### src/rtl/onehot_dec_pipe.sv
// Registered binary-to-one-hot decoder with valid/ready on both sides.
// Define ONEHOT_DEC_SCAN_EN to build the autonomous scan mode (SCAN_OUT/SCAN_WAIT, dwell counter).
module onehot_dec_pipe #(
    parameter  int IN_W    = 2,
    parameter  int DWELL_W = 4,
    localparam int OUT_W   = 2**IN_W
) (
    input  logic               clk,
    input  logic               rst_n,
    input  logic               in_valid,
    output logic               in_ready,
    input  logic [IN_W-1:0]    in_code,
    input  logic               en,
    input  logic               scan_en,
    input  logic [DWELL_W-1:0] dwell,
    output logic               out_valid,
    input  logic               out_ready,
    output logic [OUT_W-1:0]   out_onehot,
    output logic [IN_W-1:0]    out_code,
    output logic               busy
);

    logic               out_valid_q, out_valid_d;
    logic [IN_W-1:0]    out_code_q, out_code_d;
    logic [OUT_W-1:0]   out_onehot_q, out_onehot_d;

    logic               free;
    logic               load;
    logic               load_hot;
    logic [IN_W-1:0]    load_code;
    logic [IN_W-1:0]    scan_next;
    logic [OUT_W-1:0]   dec_vec;

    assign free      = !out_valid_q || out_ready;
    assign scan_next = out_code_q + IN_W'(1);

    generate
        for (genvar gi = 0; gi < OUT_W; gi++) begin : g_dec
            assign dec_vec[gi] = (load_code == IN_W'(gi));
        end
    endgenerate

`ifdef ONEHOT_DEC_SCAN_EN
    typedef enum logic [1:0] {
        IDLE,
        SCAN_OUT,
        SCAN_WAIT
    } state_t;

    state_t             state_q, state_d;
    logic [DWELL_W-1:0] cnt_q, cnt_d;

    // Gated by rst_n so upstream never sees a handshake while the block is held in reset.
    assign in_ready = rst_n && (state_q == IDLE) && free && !scan_en;
    assign busy     = (state_q != IDLE) || out_valid_q;

    always_comb begin
        state_d     = state_q;
        cnt_d       = cnt_q;
        load        = 1'b0;
        load_hot    = 1'b0;
        load_code   = in_code;
        out_valid_d = out_valid_q;
        case (state_q)
            IDLE: begin
                if (scan_en && free) begin
                    load        = 1'b1;
                    load_hot    = 1'b1;
                    load_code   = '0;
                    out_valid_d = 1'b1;
                    state_d     = SCAN_OUT;
                end else if (in_valid && in_ready) begin
                    load        = 1'b1;
                    load_hot    = en;
                    load_code   = in_code;
                    out_valid_d = 1'b1;
                end else if (free) begin
                    out_valid_d = 1'b0;
                end
            end
            SCAN_OUT: begin
                if (out_valid_q && out_ready) begin
                    if (!scan_en) begin
                        out_valid_d = 1'b0;
                        state_d     = IDLE;
                    end else if (dwell == '0) begin
                        load      = 1'b1;
                        load_hot  = 1'b1;
                        load_code = scan_next;
                    end else begin
                        out_valid_d = 1'b0;
                        cnt_d       = dwell;
                        state_d     = SCAN_WAIT;
                    end
                end
            end
            SCAN_WAIT: begin
                if (!scan_en) begin
                    cnt_d   = '0;
                    state_d = IDLE;
                end else if (cnt_q == DWELL_W'(1)) begin
                    load        = 1'b1;
                    load_hot    = 1'b1;
                    load_code   = scan_next;
                    out_valid_d = 1'b1;
                    cnt_d       = '0;
                    state_d     = SCAN_OUT;
                end else begin
                    cnt_d = cnt_q - DWELL_W'(1);
                end
            end
            default: begin
                state_d     = IDLE;
                cnt_d       = '0;
                out_valid_d = 1'b0;
            end
        endcase
    end

    always_ff @(posedge clk or negedge rst_n) begin
        if (!rst_n) begin
            state_q <= IDLE;
            cnt_q   <= '0;
        end else begin
            state_q <= state_d;
            cnt_q   <= cnt_d;
        end
    end
`else
    logic unused_scan;
    assign unused_scan = &{1'b0, scan_en, dwell};

    assign in_ready = rst_n && free;
    assign busy     = out_valid_q;

    always_comb begin
        load        = 1'b0;
        load_hot    = 1'b0;
        load_code   = in_code;
        out_valid_d = out_valid_q;
        if (in_valid && in_ready) begin
            load        = 1'b1;
            load_hot    = en;
            out_valid_d = 1'b1;
        end else if (free) begin
            out_valid_d = 1'b0;
        end
    end
`endif

    always_comb begin
        out_code_d   = out_code_q;
        out_onehot_d = out_onehot_q;
        if (load) begin
            out_code_d   = load_code;
            out_onehot_d = load_hot ? dec_vec : '0;
        end
    end

    always_ff @(posedge clk or negedge rst_n) begin
        if (!rst_n) begin
            out_valid_q  <= 1'b0;
            out_code_q   <= '0;
            out_onehot_q <= '0;
        end else begin
            out_valid_q  <= out_valid_d;
            out_code_q   <= out_code_d;
            out_onehot_q <= out_onehot_d;
        end
    end

    assign out_valid  = out_valid_q;
    assign out_code   = out_code_q;
    assign out_onehot = out_onehot_q;

endmodule

### config.mk
export PLATFORM = sky130hd
export DESIGN_NAME = onehot_dec_pipe
export DESIGN_NICKNAME = d
export VERILOG_FILES = /design/src/rtl/onehot_dec_pipe.sv
export SDC_FILE = /design/constraint.sdc
export NUM_CORES = 1
export LEC_CHECK = 0
export ABC_AREA = 1
export CAP_MARGIN = 20
export CELL_PAD_IN_SITES_DETAIL_PLACEMENT = 1
export CELL_PAD_IN_SITES_GLOBAL_PLACEMENT = 1
export CORE_AREA = 2 2 39 41
export DETAILED_ROUTE_END_ITERATION = 7
export DIE_AREA = 0 0 41 43
export DONT_BUFFER_PORTS = 1
export GPL_ROUTABILITY_DRIVEN = 0
export PLACE_DENSITY = 0.51
export SLEW_MARGIN = 25
export SYNTH_ARGS = -nofsm -noshare
export SYNTH_HDL_FRONTEND = slang
export SYNTH_SLANG_ARGS = --single-unit
### constraint.sdc
create_clock -name clk -period 1.5 [get_ports clk]
set_input_delay 0.075 -clock clk [delete_from_list [all_inputs] [get_ports clk]]
set_output_delay 0.075 -clock clk [all_outputs]
set_load 0.02 [all_outputs]
After elaboration in Yosys (flattened, before gate mapping)
Index checks and enable logic that the tools add are counted.

Register bits: 7. Input bits: 12. Output and inout port bits: 9. Logic and storage cells: 17.

Equal/unequal tests: 3. Multiplexer cells: 5. Reduce and logical (&&, ||, !) cells: 6.

Operators with widths (number): $eq 2x2->1 const B (2); $mux 1 (4); $mux 4 (1); $eq 2x1->1 const B (1); $logic_and 1x1->1 (2); $logic_not 2->1 (1); $reduce_bool 2->1 (1); $logic_not 1->1 (1); $logic_or 1x1->1 (1).

Depth between registers and ports, before layout
Depth after elaboration: 6. Depth in mapped cells: 5. Mapped depth without buffers: 5.

Worst setup path after synthesis
No wires, ideal clock.

Path kind: reg2out. Start: register out_valid_q, in the netlist busy. End: output port in_ready. Data arrival time: 0.883 ns. Required time: 1.425 ns. Path slack: 0.542 ns. Cell stages (with the launch flop): 2. Buffers on the path: 0. Path through: dfrtp_1 > a21boi_1.

Cells in the longest elaborated chain, start to end: 3.

RTL lines: start: declaration (RTL line 23) `logic out_valid_q, out_valid_d;`; start signal: assignment (RTL line 166) `out_valid_q <= out_valid_d;`; $logic_not 1->1 (RTL line 34) `assign free = !out_valid_q || out_ready;`; $logic_or 1x1->1 (RTL line 34); $logic_and 1x1->1 (RTL line 133) `assign in_ready = rst_n && free;`; end: declaration (RTL line 11) `output logic in_ready,`.

No other way between the ends.

Worst setup path in the final report
Start: input port in_code[1]. End: register out_onehot_q[3], in the netlist out_onehot[3].

Cells in the longest elaborated chain, start to end: 2.

RTL lines: start: declaration (RTL line 12) `input logic [IN_W-1:0] in_code,`; $eq 2x2->1 (RTL line 39) `assign dec_vec[gi] = (load_code == IN_W'(gi));`; $mux 4 (RTL line 156) `out_onehot_d = load_hot ? dec_vec : '0;`; end signal: assignment (RTL line 168) `out_onehot_q <= out_onehot_d;`; end: declaration (RTL line 25) `logic [OUT_W-1:0] out_onehot_q, out_onehot_d;`.

No other way between the ends. A chain may end at the register's enable or synchronous reset.

==> impl_metrics.csv <==
group,metric,value,unit
clocking,clk-insertion-delay-late,0.25,ns
critical_path,arrival,1.36,ns
logic_synthesis,synth-seq-cells,7,
logic_synthesis,synthArstFlopShare,100,%
drt,firstDrtPassIters,1,
timing,rsz0062_at_grt,"no",
clocking,clk_pin_slew,0.05,ns
logic_synthesis,yosys-top-cells-area,"dfrtp_1, nand2_1, o21ai_1",
drt,drt_first_iter_violations,0,
run,maxCapViolCount,0,
clocking,htreeDepth,1,
logic_synthesis,synth_area_leader_cell,"dfrtp_1",
clocking,cts_root_buf,"clkbuf_4",
timing,max_freq,842,MHz
drt,wl,726,um
final_layout,stdcell_count,57,
final_layout,fill_cells,157,
final_layout,antenna_cells,0,
timing,worst_slew_pin_slew,0.450,ns
logic_synthesis,syn_nets,44,
timing,fin_tns_setup,0,ns
drt,wl_per_cell,12.7,um
final_layout,nets,54,
pwr,peakVddDrop,0.303,mV
die,die_h,43,um
placement,port_buffers,0,
logic_synthesis,synth-seq-area-share,55.6,%
timing,hold_viol,0,
logic_synthesis,synth_commonest_cells,"nand2_1, dfrtp_1, o21ai_1",
drt,drc_errors,0,
die,start_util,22.8,%
critical_path,worstSetupPathType,"in2reg",
logic_synthesis,synth_edf_count,0,
run_status,status,"completed",
global_route,grt_pass1_vias,294,
timing,relSlewSlack,69.9,%
logic_synthesis,synth_area,315,um^2
clocking,cts_tree,"built",
logic_synthesis,synth_top_area_share,55.6,%
timing,finClkSkew,0.000176,ns
timing,period_share,79.2,%
drt,ant_nets,0,
clocking,ctsHoldBuffers,5,
global_route,grt_pass1_wl,1250,um
global_route,track_usage,11.3,%
clocking,max-clock-path-buffers,2,
clocking,cts_buffers,3,
die,fp.coreArea,0.00138,mm^2
critical_path,startpoint_type,"input pin",
final_layout,areaGrowthSynthToFinish,30.6,%
logic_synthesis,avgSynthCellArea,9.85,um^2
die,rows,14,
hold_path,hold_class,"in2reg",
timing,setup_viol,0,
drt,viasPerCell,4.54,
logic_synthesis,yosysMostFrequentCell,"nand2_1",
die,die_x,41,um
drt,via_count,259,
clocking,cts_setup_buffers,0,
critical_path,crit_path_end_kind,"flop",
clocking,numClockSinks,7,
logic_synthesis,ys_warn_count,0,
timing,post-route-min-period,1.19,ns
placement,dp_cells,48,
pwr,p_leak,0.199,nW
timing,slew_viol_final,0,
global_route,antenna_found_initial,0,
logic_synthesis,synth_cells,32,
logic_synthesis,synth-main-ff-cell,"dfrtp_1",
placement,hpwl,539,um
critical_path,cp.required,1.68,ns
global_route,grt_overflow,0,
logic_synthesis,ys_types,11,
die,boundaryPins,21,
critical_path,crit_path_max_fanout,2,
global_route,grt_max_degree,11,
final_layout,drive_gt1_share,19.5,%
pwr,p_per_area,1190,mW/mm^2
die,die-area,0.00176,mm^2
clocking,cts_resized,0,
==> cells in the final DEF (no fill, tap or decap) <==
master / Yosys / routed
dfrtp_1: 7 / 7
nand3_1: 2 / 2
o21ai_1: 5 / 5
dlygate4sd3_1: 0 / 5
a21boi_1: 1 / 1
nand4_2: 1 / 1
buf_4: 1 / 1
inv_2: 1 / 1
nand3_4: 1 / 1
inv_1: 2 / 2
nand2_4: 1 / 1
clkbuf_1: 0 / 1
clkbuf_4: 0 / 3
nand2_1: 10 / 10
==> metal layers <==
layer | wire length [um] | up-vias | global-route usage [%]
li1 | - | 122 | -
met1 | 252 | 123 | 10.9
met2 | 373 | 12 | 15.6
met3 | 87 | 2 | 7.33
met4 | 11 | 0 | 10.0
met5 | 0 | - | 0
==> worst max-delay path, stage by stage <==
cell and delay [ns]:
dlygate4sd3_1 0.56, nand2_1 0.05, dlygate4sd3_1 0.55, o21ai_1 0.14
==> path summary, 6_finish.rpt <==
kind / cells past startpoint / slack (ns) / to / startpoint
max reg2reg: 4 / 0.60 / out_onehot[1] / busy
max in group asynchronous: 1 / 1.11 / out_code[0] / rst_n
max: 4 / 0.31 / out_onehot[3] / in_code[1]
min reg2reg: 2 / 0.58 / busy / busy
min in group asynchronous: 1 / 0.15 / out_code[1] / rst_n
min: 2 / 0.009 / out_code[1] / in_code[1]
==> area by class of cell <==
cell class              count  area [um^2]  area share (%)
flip-flops and latches      7          175            42.6
clock buffers               4         26.3            6.38
repair buffers              6         57.6            14.0
well taps                  16         20.0            4.86
inverters                   3         11.3            2.74
multi-input cells          21          121            29.5
==> cell families after synthesis <==
family / Yosys count / share of synthesized area [%]
simple gates: 15 / 28.2
flops: 7 / 55.6
compound gates: 6 / 10.3
buf+inv: 4 / 5.95
==> flip-flops by register name, indices dropped and copies added (netlist names) <==
name        count
busy            1
out_onehot      4
out_code        2
==> where the power goes <==
group | internal (mW) | switching, mW
clock | 0.102 | 0.0727
combinational | 0.0278 | 0.0391
sequential | 0.210 | 0.0386
total | 0.339 | 0.150
==> through the flow <==
step | hold WS [ns] | total power [mW] | setup WS, ns | instance area (um^2) | util [%]
6_report | 0.00894 | 0.490 | 0.312 | 412 | 29.7
2_1_floorplan | -0.221 | 0.294 | 0.542 | 315 | -
3_3_place_gp | -0.220 | 0.302 | 0.623 | 335 | 24.2
4_1_cts | 0.0000228 | 0.502 | 0.320 | 412 | 29.7
5_1_grt | 0.00199 | 0.529 | 0.270 | 412 | 29.7
3_5_place_dp | -0.220 | 0.305 | 0.597 | 335 | 24.2
Power figures use the tool's default switching activity.
